[src/rtl/latency_measure.sv]
// Display-lag meter: counts TICKS_PER_UNIT-clock units from start_pulse to sensor_trigger and
// publishes current/min/max/block-average statistics as 5-digit packed BCD.
module latency_measure #(
  parameter int TICKS_PER_UNIT = 2700,
  parameter int MAX_UNITS      = 99999,
  parameter int AVG_LOG2       = 4
) (
  input  logic        clock,
  input  logic        reset,
  input  logic        start_pulse,
  input  logic        sensor_trigger,
  input  logic        clear_stats,
  output logic [19:0] bcd_current,
  output logic [19:0] bcd_minimum,
  output logic [19:0] bcd_maximum,
  output logic [19:0] bcd_average,
  output logic        sample_valid,
  output logic        timeout,
  output logic        busy
);

  localparam int              PW             = $clog2(TICKS_PER_UNIT);
  localparam logic [PW-1:0]   PRESCALE_LAST  = PW'(TICKS_PER_UNIT - 1);
  localparam logic [16:0]     UNITS_MAX      = 17'(MAX_UNITS);
  localparam logic [16:0]     MIN_SENTINEL   = 17'h1FFFF;
  localparam int              SW             = 17 + AVG_LOG2;
  localparam int              CW             = AVG_LOG2 + 1;
  localparam logic [CW-1:0]   BLOCK_SIZE     = CW'(1 << AVG_LOG2);

  typedef enum logic {
    CNT_IDLE,
    CNT_ARMED
  } cnt_state_t;

  typedef enum logic [1:0] {
    ENG_IDLE,
    ENG_STATS,
    ENG_CONV,
    ENG_DONE
  } eng_state_t;

  cnt_state_t       cnt_state;
  logic [PW-1:0]    prescaler;
  logic [16:0]      units;
  logic [16:0]      units_next;
  logic             unit_tick;
  logic             capture;
  logic [16:0]      capture_value;

  logic             pending_valid;
  logic [16:0]      pending_value;
  logic             take;

  eng_state_t       eng_state;
  logic [16:0]      sample_reg;
  logic [16:0]      min_val;
  logic [16:0]      max_val;
  logic [16:0]      avg_val;
  logic [16:0]      min_disp;
  logic [SW-1:0]    sum;
  logic [SW-1:0]    sum_next;
  logic [CW-1:0]    blk_cnt;
  logic [CW-1:0]    blk_next;

  logic [19:0]      conv_bcd;
  logic [16:0]      conv_bin;
  logic [1:0]       conv_sel;
  logic [4:0]       bit_cnt;
  logic [19:0]      dd_adj;
  logic [36:0]      dd_shift;
  logic [16:0]      next_operand;
  logic [19:0]      res_cur;
  logic [19:0]      res_min;
  logic [19:0]      res_max;

  assign unit_tick     = (prescaler == PRESCALE_LAST);
  assign units_next    = units + 17'd1;
  assign capture       = (cnt_state == CNT_ARMED) && sensor_trigger && !start_pulse;
  // The sensor edge counts the tick it lands on, so a pending wrap is already included.
  assign capture_value = unit_tick ? units_next : units;

  always_ff @(posedge clock or posedge reset) begin
    if (reset) begin
      cnt_state <= CNT_IDLE;
      prescaler <= '0;
      units     <= '0;
      timeout   <= 1'b0;
    end else begin
      timeout <= 1'b0;
      if (start_pulse) begin
        cnt_state <= CNT_ARMED;
        prescaler <= '0;
        units     <= '0;
      end else if (cnt_state == CNT_ARMED) begin
        if (sensor_trigger) begin
          cnt_state <= CNT_IDLE;
        end else if (unit_tick) begin
          prescaler <= '0;
          units     <= units_next;
          if (units_next == UNITS_MAX) begin
            cnt_state <= CNT_IDLE;
            timeout   <= 1'b1;
          end
        end else begin
          prescaler <= prescaler + PW'(1);
        end
      end
    end
  end

  assign take = (eng_state == ENG_IDLE) && pending_valid;

  // A fresh capture replaces an unconsumed one; clear_stats discards even a same-edge capture.
  always_ff @(posedge clock or posedge reset) begin
    if (reset) begin
      pending_valid <= 1'b0;
      pending_value <= '0;
    end else if (clear_stats) begin
      pending_valid <= 1'b0;
      pending_value <= '0;
    end else if (capture) begin
      pending_valid <= 1'b1;
      pending_value <= capture_value;
    end else if (take) begin
      pending_valid <= 1'b0;
    end
  end

  assign min_disp = (min_val == MIN_SENTINEL) ? 17'd0 : min_val;
  assign sum_next = sum + SW'(sample_reg);
  assign blk_next = blk_cnt + CW'(1);

  always_comb begin
    dd_adj = conv_bcd;
    for (int d = 0; d < 5; d++) begin
      if (conv_bcd[4*d +: 4] > 4'd4) begin
        dd_adj[4*d +: 4] = conv_bcd[4*d +: 4] + 4'd3;
      end
    end
  end

  assign dd_shift = {dd_adj, conv_bin} << 1;

  always_comb begin
    next_operand = 17'd0;
    case (conv_sel)
      2'd0:    next_operand = min_disp;
      2'd1:    next_operand = max_val;
      2'd2:    next_operand = avg_val;
      default: next_operand = 17'd0;
    endcase
  end

  // Engine: one stats cycle, then four back-to-back 17-step double-dabble conversions.
  always_ff @(posedge clock or posedge reset) begin
    if (reset) begin
      eng_state    <= ENG_IDLE;
      busy         <= 1'b0;
      sample_valid <= 1'b0;
      bcd_current  <= '0;
      bcd_minimum  <= '0;
      bcd_maximum  <= '0;
      bcd_average  <= '0;
      sample_reg   <= '0;
      min_val      <= MIN_SENTINEL;
      max_val      <= '0;
      avg_val      <= '0;
      sum          <= '0;
      blk_cnt      <= '0;
      conv_bcd     <= '0;
      conv_bin     <= '0;
      conv_sel     <= '0;
      bit_cnt      <= '0;
      res_cur      <= '0;
      res_min      <= '0;
      res_max      <= '0;
    end else if (clear_stats) begin
      eng_state    <= ENG_IDLE;
      busy         <= 1'b0;
      sample_valid <= 1'b0;
      bcd_current  <= '0;
      bcd_minimum  <= '0;
      bcd_maximum  <= '0;
      bcd_average  <= '0;
      sample_reg   <= '0;
      min_val      <= MIN_SENTINEL;
      max_val      <= '0;
      avg_val      <= '0;
      sum          <= '0;
      blk_cnt      <= '0;
      conv_bcd     <= '0;
      conv_bin     <= '0;
      conv_sel     <= '0;
      bit_cnt      <= '0;
      res_cur      <= '0;
      res_min      <= '0;
      res_max      <= '0;
    end else begin
      sample_valid <= 1'b0;
      case (eng_state)
        ENG_IDLE: begin
          if (pending_valid) begin
            sample_reg <= pending_value;
            busy       <= 1'b1;
            eng_state  <= ENG_STATS;
          end
        end
        ENG_STATS: begin
          if (sample_reg < min_val) min_val <= sample_reg;
          if (sample_reg > max_val) max_val <= sample_reg;
          if (blk_next == BLOCK_SIZE) begin
            avg_val <= sum_next[AVG_LOG2 +: 17];
            sum     <= '0;
            blk_cnt <= '0;
          end else begin
            sum     <= sum_next;
            blk_cnt <= blk_next;
          end
          conv_bin  <= sample_reg;
          conv_bcd  <= '0;
          conv_sel  <= '0;
          bit_cnt   <= '0;
          eng_state <= ENG_CONV;
        end
        ENG_CONV: begin
          if (bit_cnt == 5'd16) begin
            case (conv_sel)
              2'd0: res_cur <= dd_shift[36:17];
              2'd1: res_min <= dd_shift[36:17];
              2'd2: res_max <= dd_shift[36:17];
              default: begin
                bcd_current  <= res_cur;
                bcd_minimum  <= res_min;
                bcd_maximum  <= res_max;
                bcd_average  <= dd_shift[36:17];
                sample_valid <= 1'b1;
                eng_state    <= ENG_DONE;
              end
            endcase
            conv_sel <= conv_sel + 2'd1;
            bit_cnt  <= '0;
            conv_bcd <= '0;
            conv_bin <= next_operand;
          end else begin
            conv_bcd <= dd_shift[36:17];
            conv_bin <= dd_shift[16:0];
            bit_cnt  <= bit_cnt + 5'd1;
          end
        end
        ENG_DONE: begin
          busy      <= 1'b0;
          eng_state <= ENG_IDLE;
        end
        default: begin
          busy      <= 1'b0;
          eng_state <= ENG_IDLE;
        end
      endcase
    end
  end

endmodule
[config.mk]
export PLATFORM = sky130hd
export DESIGN_NAME = latency_measure
export DESIGN_NICKNAME = d
export VERILOG_FILES = /design/src/rtl/latency_measure.sv
export SDC_FILE = /design/constraint.sdc
export NUM_CORES = 1
export LEC_CHECK = 0
export BUFFER_PORTS_ARGS = -buffer_cell sky130_fd_sc_hd__buf_2
export CAP_MARGIN = 30
export CORE_ASPECT_RATIO = 1.4
export CORE_UTILIZATION = 59
export DETAILED_ROUTE_END_ITERATION = 12
export PLACE_DENSITY = 0.73
export REMOVE_ABC_BUFFERS = 1
export SYNTH_ARGS = -nofsm -noshare
export SYNTH_HDL_FRONTEND = slang
export SYNTH_SLANG_ARGS = --single-unit
[constraint.sdc]
create_clock -name clock -period 12.2 [get_ports clock]
set_clock_uncertainty 0.15 [all_clocks]
set_input_delay 1.83 -clock clock [delete_from_list [all_inputs] [get_ports clock]]
set_output_delay 1.83 -clock clock [all_outputs]
set_load 0.1 [all_outputs]
==> results of run 1 <==
-- routing by layer --
metal	share of wire (%)	up-vias	track usage (%)	wire length [um]
met5	0	-	0	0
met4	3.3	0	11.03	1266
met3	4.0	66	2.444	1533
met2	51	299	50.33	19780
met1	42	6324	35.05	16160
li1	-	6202	-	-
-- cell usage in the layout, fill, tap and decap left out, types with 20 or more instances in the layout --
cell type | synthesis | final
sky130_fd_sc_hd__xor2_1 | 32 | 32
sky130_fd_sc_hd__mux2i_1 | 31 | 31
sky130_fd_sc_hd__xnor2_1 | 38 | 38
sky130_fd_sc_hd__a22o_1 | 27 | 27
sky130_fd_sc_hd__dfrtp_1 | 314 | 314
sky130_fd_sc_hd__nand2_1 | 375 | 374
sky130_fd_sc_hd__ha_1 | 69 | 69
sky130_fd_sc_hd__a21oi_1 | 200 | 200
sky130_fd_sc_hd__nor2_1 | 139 | 139
sky130_fd_sc_hd__a211oi_1 | 39 | 39
sky130_fd_sc_hd__o21ai_0 | 66 | 66
sky130_fd_sc_hd__buf_2 | 7 | 86
sky130_fd_sc_hd__nand4_1 | 20 | 20
sky130_fd_sc_hd__nand3_1 | 22 | 22
sky130_fd_sc_hd__inv_1 | 64 | 63
sky130_fd_sc_hd__nor3_1 | 41 | 39
sky130_fd_sc_hd__clkbuf_16 | 0 | 31
-- power by group through the flow --
stage | clock network [uW] | registers [uW] | logic, uW
2_1_floorplan | 0 | 1220 | 234
3_3_place_gp | 0 | 1230 | 330
3_5_place_dp | 0 | 1230 | 345
4_1_cts | 1010 | 1210 | 346
5_1_grt | 1050 | 1220 | 402
6_report | 991 | 1210 | 358
-- worst paths after layout --
path	startpoint	slack [ps]	end
min in group asynchronous	reset	1080	bcd_minimum[11]
max reg2reg	sample_reg[14]	9110	max_val[0]
min	pending_value[9]	330	pending_value[9]
max	clear_stats	8810	eng_state[1]
min reg2reg	pending_value[9]	330	pending_value[9]
max in group asynchronous	reset	9030	max_val[3]
-- area by class of cell --
cell class                      count  area (um^2)
Timing Repair Buffer              109        678.2
Clock buffer                       42        887.1
Fill cell                        2177         8914
Clock inverter                     14        157.7
Multi-Input combinational cell   1282         7450
Sequential cell                   331         8304
Tap cell                          365        456.7
Inverter                           64        247.7
-- worst reg2reg max path, cell delays in order (launching register included) --
cell	delay, ps
sky130_fd_sc_hd__dfrtp_1	580
sky130_fd_sc_hd__ha_1	410
sky130_fd_sc_hd__and4_1	220
sky130_fd_sc_hd__nand4_1	170
sky130_fd_sc_hd__nor2_1	190
sky130_fd_sc_hd__a211o_1	140
sky130_fd_sc_hd__o211a_1	740
sky130_fd_sc_hd__mux2i_1	300
sky130_fd_sc_hd__nor2_1	60
-- cells by family after synthesis --
| group | count (synthesis) | synth area share, % |
|---|---|---|
| muxes | 31 | 1.890 |
| xor gates and xnor gates | 70 | 3.734 |
| AOI/OAI and AO/OA | 430 | 15.93 |
| buffers and inverters | 176 | 4.168 |
| DFF | 331 | 50.58 |
| and+or+nand+nor | 681 | 18.32 |
| adders and majority gates | 70 | 5.380 |
-- metrics by stage --
stage               area (um^2)  std cells  power [uW]  hold WS (ps)
finish                    18180       2207        2562         333.1
detailed placement        17080       2149        1575         323.8
global route              18180       2207        2667         365.1
CTS                       18130       2205        2565         337.5
floorplan                 15980       1677        1453         299.7
global placement          17010       2144        1559         317.4
==> results list, run 1 <==
- Headroom to the max-slew limit came out at 37.12%.
- During placement, the flow inserted port buffers numbering 87.
* Leading post-synthesis cells by instance count: 375 x sky130_fd_sc_hd__nand2_1, 314 x sky130_fd_sc_hd__dfrtp_1, 200 x sky130_fd_sc_hd__a21oi_1
* Total Die Area: 28510 um^2
* Critical Path, Cell by Cell: buf_6, buf_4, inv_1, buf_4, a21oi_1, nand3_1, o21ai_0
- Net switching is 27.52% of the power.
* Number of cells on the critical path: 7
- Endpoints failing hold: 0
* Class of the most critical hold timing path: reg -> reg
* Antenna diode count: 0
* Drt via density: 5.841
* Post-synthesis sequential area ratio: 50.58%
- The post-route netlist has 10.86% of its cells at a drive strength greater than 1.
* Number of max-cap violations: 0
* Leading post-synthesis cells by cell area: sky130_fd_sc_hd__dfrtp_1 48%, sky130_fd_sc_hd__nand2_1 8.6%, sky130_fd_sc_hd__a21oi_1 6.1%
- Fraction of power consumed by the clock network: 38.7%
* Synthesis-to-layout area growth: 10.73%
- Count of endpoints failing setup in the final report: 0
* Row cnt: 71
- Power density relative to cell area: 140.9 nW/um^2
- Setup bufs post-CTS: 0
- At the end of routability-driven placement, the weighted congestion stood at 0.8445.
- For the pin with the worst max-slew slack, the measured transition is 943.1 ps.
- Most common cell in the synthesized netlist: sky130_fd_sc_hd__nand2_1
- In this run the static leakage power is 0.008267 uW.
- In this run the number of H-tree levels came out at 1.
- For this run, the total global-route usage over all layers was measured as 28.15%.
- Setup slack after layout: 8812 ps
- Detailed routing inserted a total of 12890 vias.
- Int Power: 1857 uW
- In this run, flip-flops and latches consume 47.4% of the power.
- Wire length after detailed routing: 38740 um
- Run status: completed
* Cells on worst reg2reg path: 8
- Congestion Overflow GR: 0
* Wire length of the first global-routing pass: 63850 um
* Worst path top cell family by delay: buffers and inverters
- Largest net degree at the start of global routing: 122
* Top cell type's share of synthesized area: 47.85%
* HPWL after detailed placement: 25730 um
- Syn avg cell area: 9.178 um^2
- After the last flow step, the layout net total stands at 1894.
- Startpoint class of the critical path: primary input
- Cell repeated most along the worst path: sky130_fd_sc_hd__buf_4
* Peak VDD IR: 114.7 uV
- For this block, the initial DRC count from the detailed router was 882.
* Post-Syn Instances: 1789
- Setup repair after global routing left no endpoint under its margin.
* CTS tree: done
* CP Data Required Time: 12530 ps
- For this design the top-level I/O count stands at 88.
- Number of global-route vias before repair: 12750
- Slowest cell on the critical path: sky130_fd_sc_hd__buf_4
- In this design, the stage delay of the slowest critical-path cell is 580 ps.
* Post-cts gate resize count: 0
- The worst hold path was traced through 2 stages.
* Buffer cell driving the clock tree root: sky130_fd_sc_hd__clkbuf_16
- Final count of pins violating max slew: 0
- In this run, distinct cell masters in the synthesized netlist total 70.
- After floorplanning, the core was sized to cover 27090 um^2.
* Register clock-pin slew on the reported worst setup and hold paths: 60 ps
- Total clock buffers created by CTS: 31
* Arrival @ worst endpoint: 3720 ps
- Final routed DRC violation total: 0
- Period Utilization, post-route: 27.77%
- Number of hold-repair buffers added at the cts stage: 0
- Kind of capture point of the worst setup path: flop
- Width of the die: 143.0 um
- In this run, the combinational gates consume 14.0% of the power.
- More flip-flops sit in one register than any other, and that register is sum.
- For this run, the leading register cell type out of synthesis is sky130_fd_sc_hd__dfrtp_1.
* Biggest area consumer among synthesized cells: sky130_fd_sc_hd__dfrtp_1
- Highest Clock Rate: 295.2 MHz
- Counting I/O delays and the setup requirement, the final critical path takes 3388 ps.
- Count of flip-flops with a built-in enable after synthesis: 0
- Mapped cell area: 16420 um^2
* Setup TNS after final layout: 0 ps
* Net switching power of the design: 705.0 uW
* Crit path buf inv count: 4
- The count of nets left with antenna violations once routing finished came out at 0.
- Clock latency on the worst-skew pair, taken at its later pin, is 560 ps.
- The register with the most flip-flops in the layout has 21 of them.
- For this configuration, the core starts out at a cell density of 60.60%.
- Flops & latches, synth: 331
* Max Root-Sink Buffers: 3
- Detailed-routing iteration count for the pre-antenna-repair pass: 6
- After synthesis, the share of flip-flops with an asynchronous set or reset is 100.0%.
- The die is 199.4 um tall.
* DR WL/cell: 17.55 um
- For this run, the share of the core covered by cells in the final layout is 67.10%.
- The clock drives 331 sinks.
* Critical-path maximum fanout: 64
- The initial antenna violation count came to 0.
* Count of synthesis-stage warnings from yosys: 0
- Worst-case setup slack after placement: 7933 ps
- By startpoint and endpoint, the worst setup path is classified as in -> reg.
No activity file was read; power rests on OpenSTA's default activity.
==> run 2: changes to the inputs <==
--- a/config.mk
+++ b/config.mk
@@ -5,10 +5,11 @@
 export SDC_FILE = /design/constraint.sdc
 export NUM_CORES = 1
 export LEC_CHECK = 0
+export ABC_AREA = 1
 export BUFFER_PORTS_ARGS = -buffer_cell sky130_fd_sc_hd__buf_2
 export CAP_MARGIN = 30
 export CORE_ASPECT_RATIO = 1.4
-export CORE_UTILIZATION = 59
+export CORE_UTILIZATION = 56
 export DETAILED_ROUTE_END_ITERATION = 12
 export PLACE_DENSITY = 0.73
 export REMOVE_ABC_BUFFERS = 1
==> constraint.sdc (replaced) <==
create_clock -name clock -period 3.1 [get_ports clock]
set_clock_uncertainty 0.15 [all_clocks]
set_input_delay 0.465 -clock clock [delete_from_list [all_inputs] [get_ports clock]]
set_output_delay 0.465 -clock clock [all_outputs]
set_load 0.1 [all_outputs]
==> run 2 against run 1 <==
  * Sequential share of layout area shrank 1.3 points
  * Global-route usage rose by 0.30 points
  * Largest power group unchanged
  * Final cell count rose by 13%
  * Total power rose to 3.9 times the previous value
  * Count of clock-buffer cells in the layout down 6
  * Highest routed layer unchanged
  * Combinational power increased to 3.9 times the previous value
  * Utilization down 3.5 points
  * Sequential power grew to 3.9 times the previous value
  * Worst hold slack got worse by 240 ps
  * Via count increased by 9.6%
  * Synthesized cell count grew 12%
  * Largest cell class unchanged
==> results list, run 2 <==
- Flops & latches, synth: 331
* Worst-case setup slack after placement: 543.0 ps
* Leading post-synthesis cells by instance count: 526 x sky130_fd_sc_hd__nand2_1, 314 x sky130_fd_sc_hd__dfrtp_1, 234 x sky130_fd_sc_hd__inv_1
- Biggest area consumer among synthesized cells: sky130_fd_sc_hd__dfrtp_1
* Worst path top cell family by delay: compound AO/OA/AOI/OAI gates
* Kind of capture point of the worst setup path: flop
- HPWL after detailed placement: 31220 um
- Cells on worst reg2reg path: 12
- The number of pins exceeding their max-slew limit in the final report came to 0.
- In this run the register-to-register setup slack is 520 ps.
- Fin nets: 2157
- Time the worst path needs with I/O delays and setup: 2578 ps
- Count of flip-flops with a built-in enable after synthesis: 0
- In this run the tightest slew margin relative to its limit is 36.79%.
* Dominant synthesized flop cell: sky130_fd_sc_hd__dfrtp_1
- Async set or reset register ratio after synthesis: 100.0%
- Post-CTS timing repair inserted 0 buffers for setup.
* Initial antenna violation count: 0
- Vias after detailed routing: 14130
- Critical Path, Cell by Cell: inv_1, fa_1, inv_1, nand2_1, nand2_1, o21ai_2, o21ai_0, nand3_1, nand2_1, nand2_1, nand3_1, o21ai_0
* Crit path buf inv count: 2
- Including well taps, the total number of placed cells is 2427.
- The floorplan has 74 rows.
* Unrepaired setup endpoints after global routing: no
- The final layout contains routed wiring with a total length of 43010 um.
* Leading post-synthesis cells by cell area: sky130_fd_sc_hd__dfrtp_1 47%, sky130_fd_sc_hd__nand2_1 12%, sky130_fd_sc_hd__inv_1 5.2%
* Congestion Overflow GR: 0
- Endpoints failing hold: 0
* Busiest layer in global routing: met2
- From left edge to right edge, the die measures 148.7 um.
* Overall global routing resource usage: 28.45%
* Run status: completed
* Total non-filler cell area in the finished layout: 18720 um^2
- Post-synthesis sequential area ratio: 49.24%
- The finished layout holds 2485 standard cells, fillers aside.
* Register clock-pin slew on the reported worst setup and hold paths: 70 ps
- Max-cap violations in this run came to 0.
- Mapped cell area: 16860 um^2
- Across all hold checks on the routed design, the worst slack comes to 95.93 ps.
* Effective utilization at floorplan: 57.28%
- Syn avg cell area: 8.382 um^2
- Actual slew at the worst max-slew pin: 948.1 ps
- Once detail routing completed, the nets flagged for antenna violations numbered 0.
- Number of levels the H-tree was split into: 1
* Top cell type's share of synthesized area: 46.59%
- Wire length of the first global-routing pass: 70410 um
- Routing usage on met1: 33.44%
- The die is 207.3 um tall.
* Critical path capture point: avg_val[10]
- Clock tree synthesis selected as its root buffer the cell sky130_fd_sc_hd__clkbuf_16.
* Net switching power of the design: 2902 uW
- The most critical setup path has its startpoint at sample_reg[1].
- Worst setup path class: reg -> reg
- Max reg flops: 21
- Setup slack after layout: 522.3 ps
* Count of endpoints failing setup in the final report: 0
- Most common cell in the synthesized netlist: sky130_fd_sc_hd__nand2_1
* Antenna diode count: 0
- Number of global-route vias before repair: 13860
- Startpoint class of the critical path: flop
- In the routed design, unresolved DRC markers number 0.
- The floorplan step defined a die boundary enclosing 30820 um^2.
- Number of cells on the critical path: 12
- Combinational logic is responsible for 14.0% of the overall power.
* Period Utilization, post-route: 83.15%
- The first TritonRoute pass finished after 5 iterations.
- Summed over all cells, the static leakage comes to 0.009220 uW.
- Part of the total power dissipated in sequential elements: 47.3%
- Count of synthesis-stage warnings from yosys: 0
- More flip-flops sit in one register than any other, and that register is sum.
- Cell area reported after detailed placement: 17640 um^2
- In this run the worst path has a maximum fanout of 5.
* Grt met3 use: 2.681%
- Launching point of the worst reg2reg path: sample_reg[1]
- Highest Clock Rate: 387.9 MHz
- RR Endpoint: avg_val[10]
- Core area: 29440 um^2
- DR WL/cell: 17.31 um
- Slowest cell on the critical path: sky130_fd_sc_hd__dfrtp_1
- The top cell types in the final layout, fill and taps aside, are 526 x sky130_fd_sc_hd__nand2_1, 314 x sky130_fd_sc_hd__dfrtp_1, 233 x sky130_fd_sc_hd__inv_1.
* Switching share of power: 28.81%
* M2 GR Usage: 50.73%
- At the worst endpoint, the required time is 3400 ps.
- Int Power: 7168 uW
- Clock tree synthesis inserted a total of 31 buffers.
- Number of hold-repair buffers added at the cts stage: 1
* Class of the most critical hold timing path: in -> reg
- Entering global routing, the biggest net connects 94 pins.
* Total clock sinks: 331
- Power density relative to cell area: 537.9 nW/um^2
- Count of unique library cells instantiated by Yosys: 54
* Peak VDD IR: 477.5 uV
- The clock passes through at most 3 buffers.
- Post-cts gate resize count: 0
- Pin placement for this block handled 88 I/O pins.
- Leaving out fill and tap cells, the most frequent cell in the layout is sky130_fd_sc_hd__nand2_1.
- Relative to the synthesized area, the layout overhead comes to 11.00%.
* IO buf count: 87
* Fraction of power consumed by the clock network: 38.8%
* Post-Syn Instances: 2012
- The congestion estimate from routability-driven global placement came to 0.9737.
- After detailed routing, the number of vias per cell comes to 5.685.
- Latest clock arrival within the worst-skew pair: 590 ps
- Initial DRC Count: 829
- The post-route netlist has 11.64% of its cells at a drive strength greater than 1.
- At the worst endpoint, the arrival time is 2880 ps.
- CTS tree: done
- In this design, the critical path's most frequently occurring cell is sky130_fd_sc_hd__nand2_1.
- For this run, the slowest stage of the critical path takes 470 ps.
run 2: worst min-delay path: stages:
cell,delay [ps]
sky130_fd_sc_hd__buf_2,120
sky130_fd_sc_hd__nor2_2,100
sky130_fd_sc_hd__nor2_1,110
run 2: per-stage QoR:
stage          util (%)  TNS (ps)  power (uW)
4_1_cts           63.48         0       10130
3_5_place_dp      59.92         0        6227
6_report          63.58         0       10070
3_3_place_gp      59.92         0        6179
2_1_floorplan         -  -2158180        5798
5_1_grt           63.58         0       10510
run 2: routing by layer:
metal | part of all wire (%) | up-vias
met5 | 0 | -
li1 | - | 6773
met4 | 5.6 | 0
met2 | 51 | 410
met1 | 39 | 6819
met3 | 4.1 | 125
run 2: power groups by stage:
stage	clock network [uW]	registers, uW	logic [uW]
after floorplan	0	4860	943
after global placement	0	4820	1360
after detailed placement	0	4830	1400
after CTS	3970	4750	1410
after global routing	4150	4780	1580
final	3900	4760	1410
run 2: how the worst min path moves through the flow:
stage                               start         endpoint  cells past startpoint  slack (ps)
after floorplan                avg_val[6]       avg_val[6]                      2         300
after global placement     bcd_maximum[0]   bcd_maximum[0]                      2         300
after detailed placement  bcd_maximum[11]  bcd_maximum[11]                      2         310
after CTS                  sensor_trigger          timeout                      4          80
after global routing          start_pulse        cnt_state                      3         120
final                         start_pulse        cnt_state                      3         100
run 2: cell families after synthesis:
group	share of synthesized area, %
and+or+nand+nor	22.20
AOI/OAI and AO/OA	13.57
DFF	49.24
buffers and inverters	8.080
adders and majority gates	5.238
xor gates and xnor gates	1.187
muxes	0.4822
run 2: area by class of cell:
cell class | instances | area [um^2]
clock buffer | 36 | 834.6
clock inverter | 20 | 203.9
inverter | 254 | 960.9
fill | 2529 | 10720
tap | 380 | 475.5
multi-input combinational | 1351 | 7224
timing repair buffer | 113 | 715.7
sequential | 331 | 8304
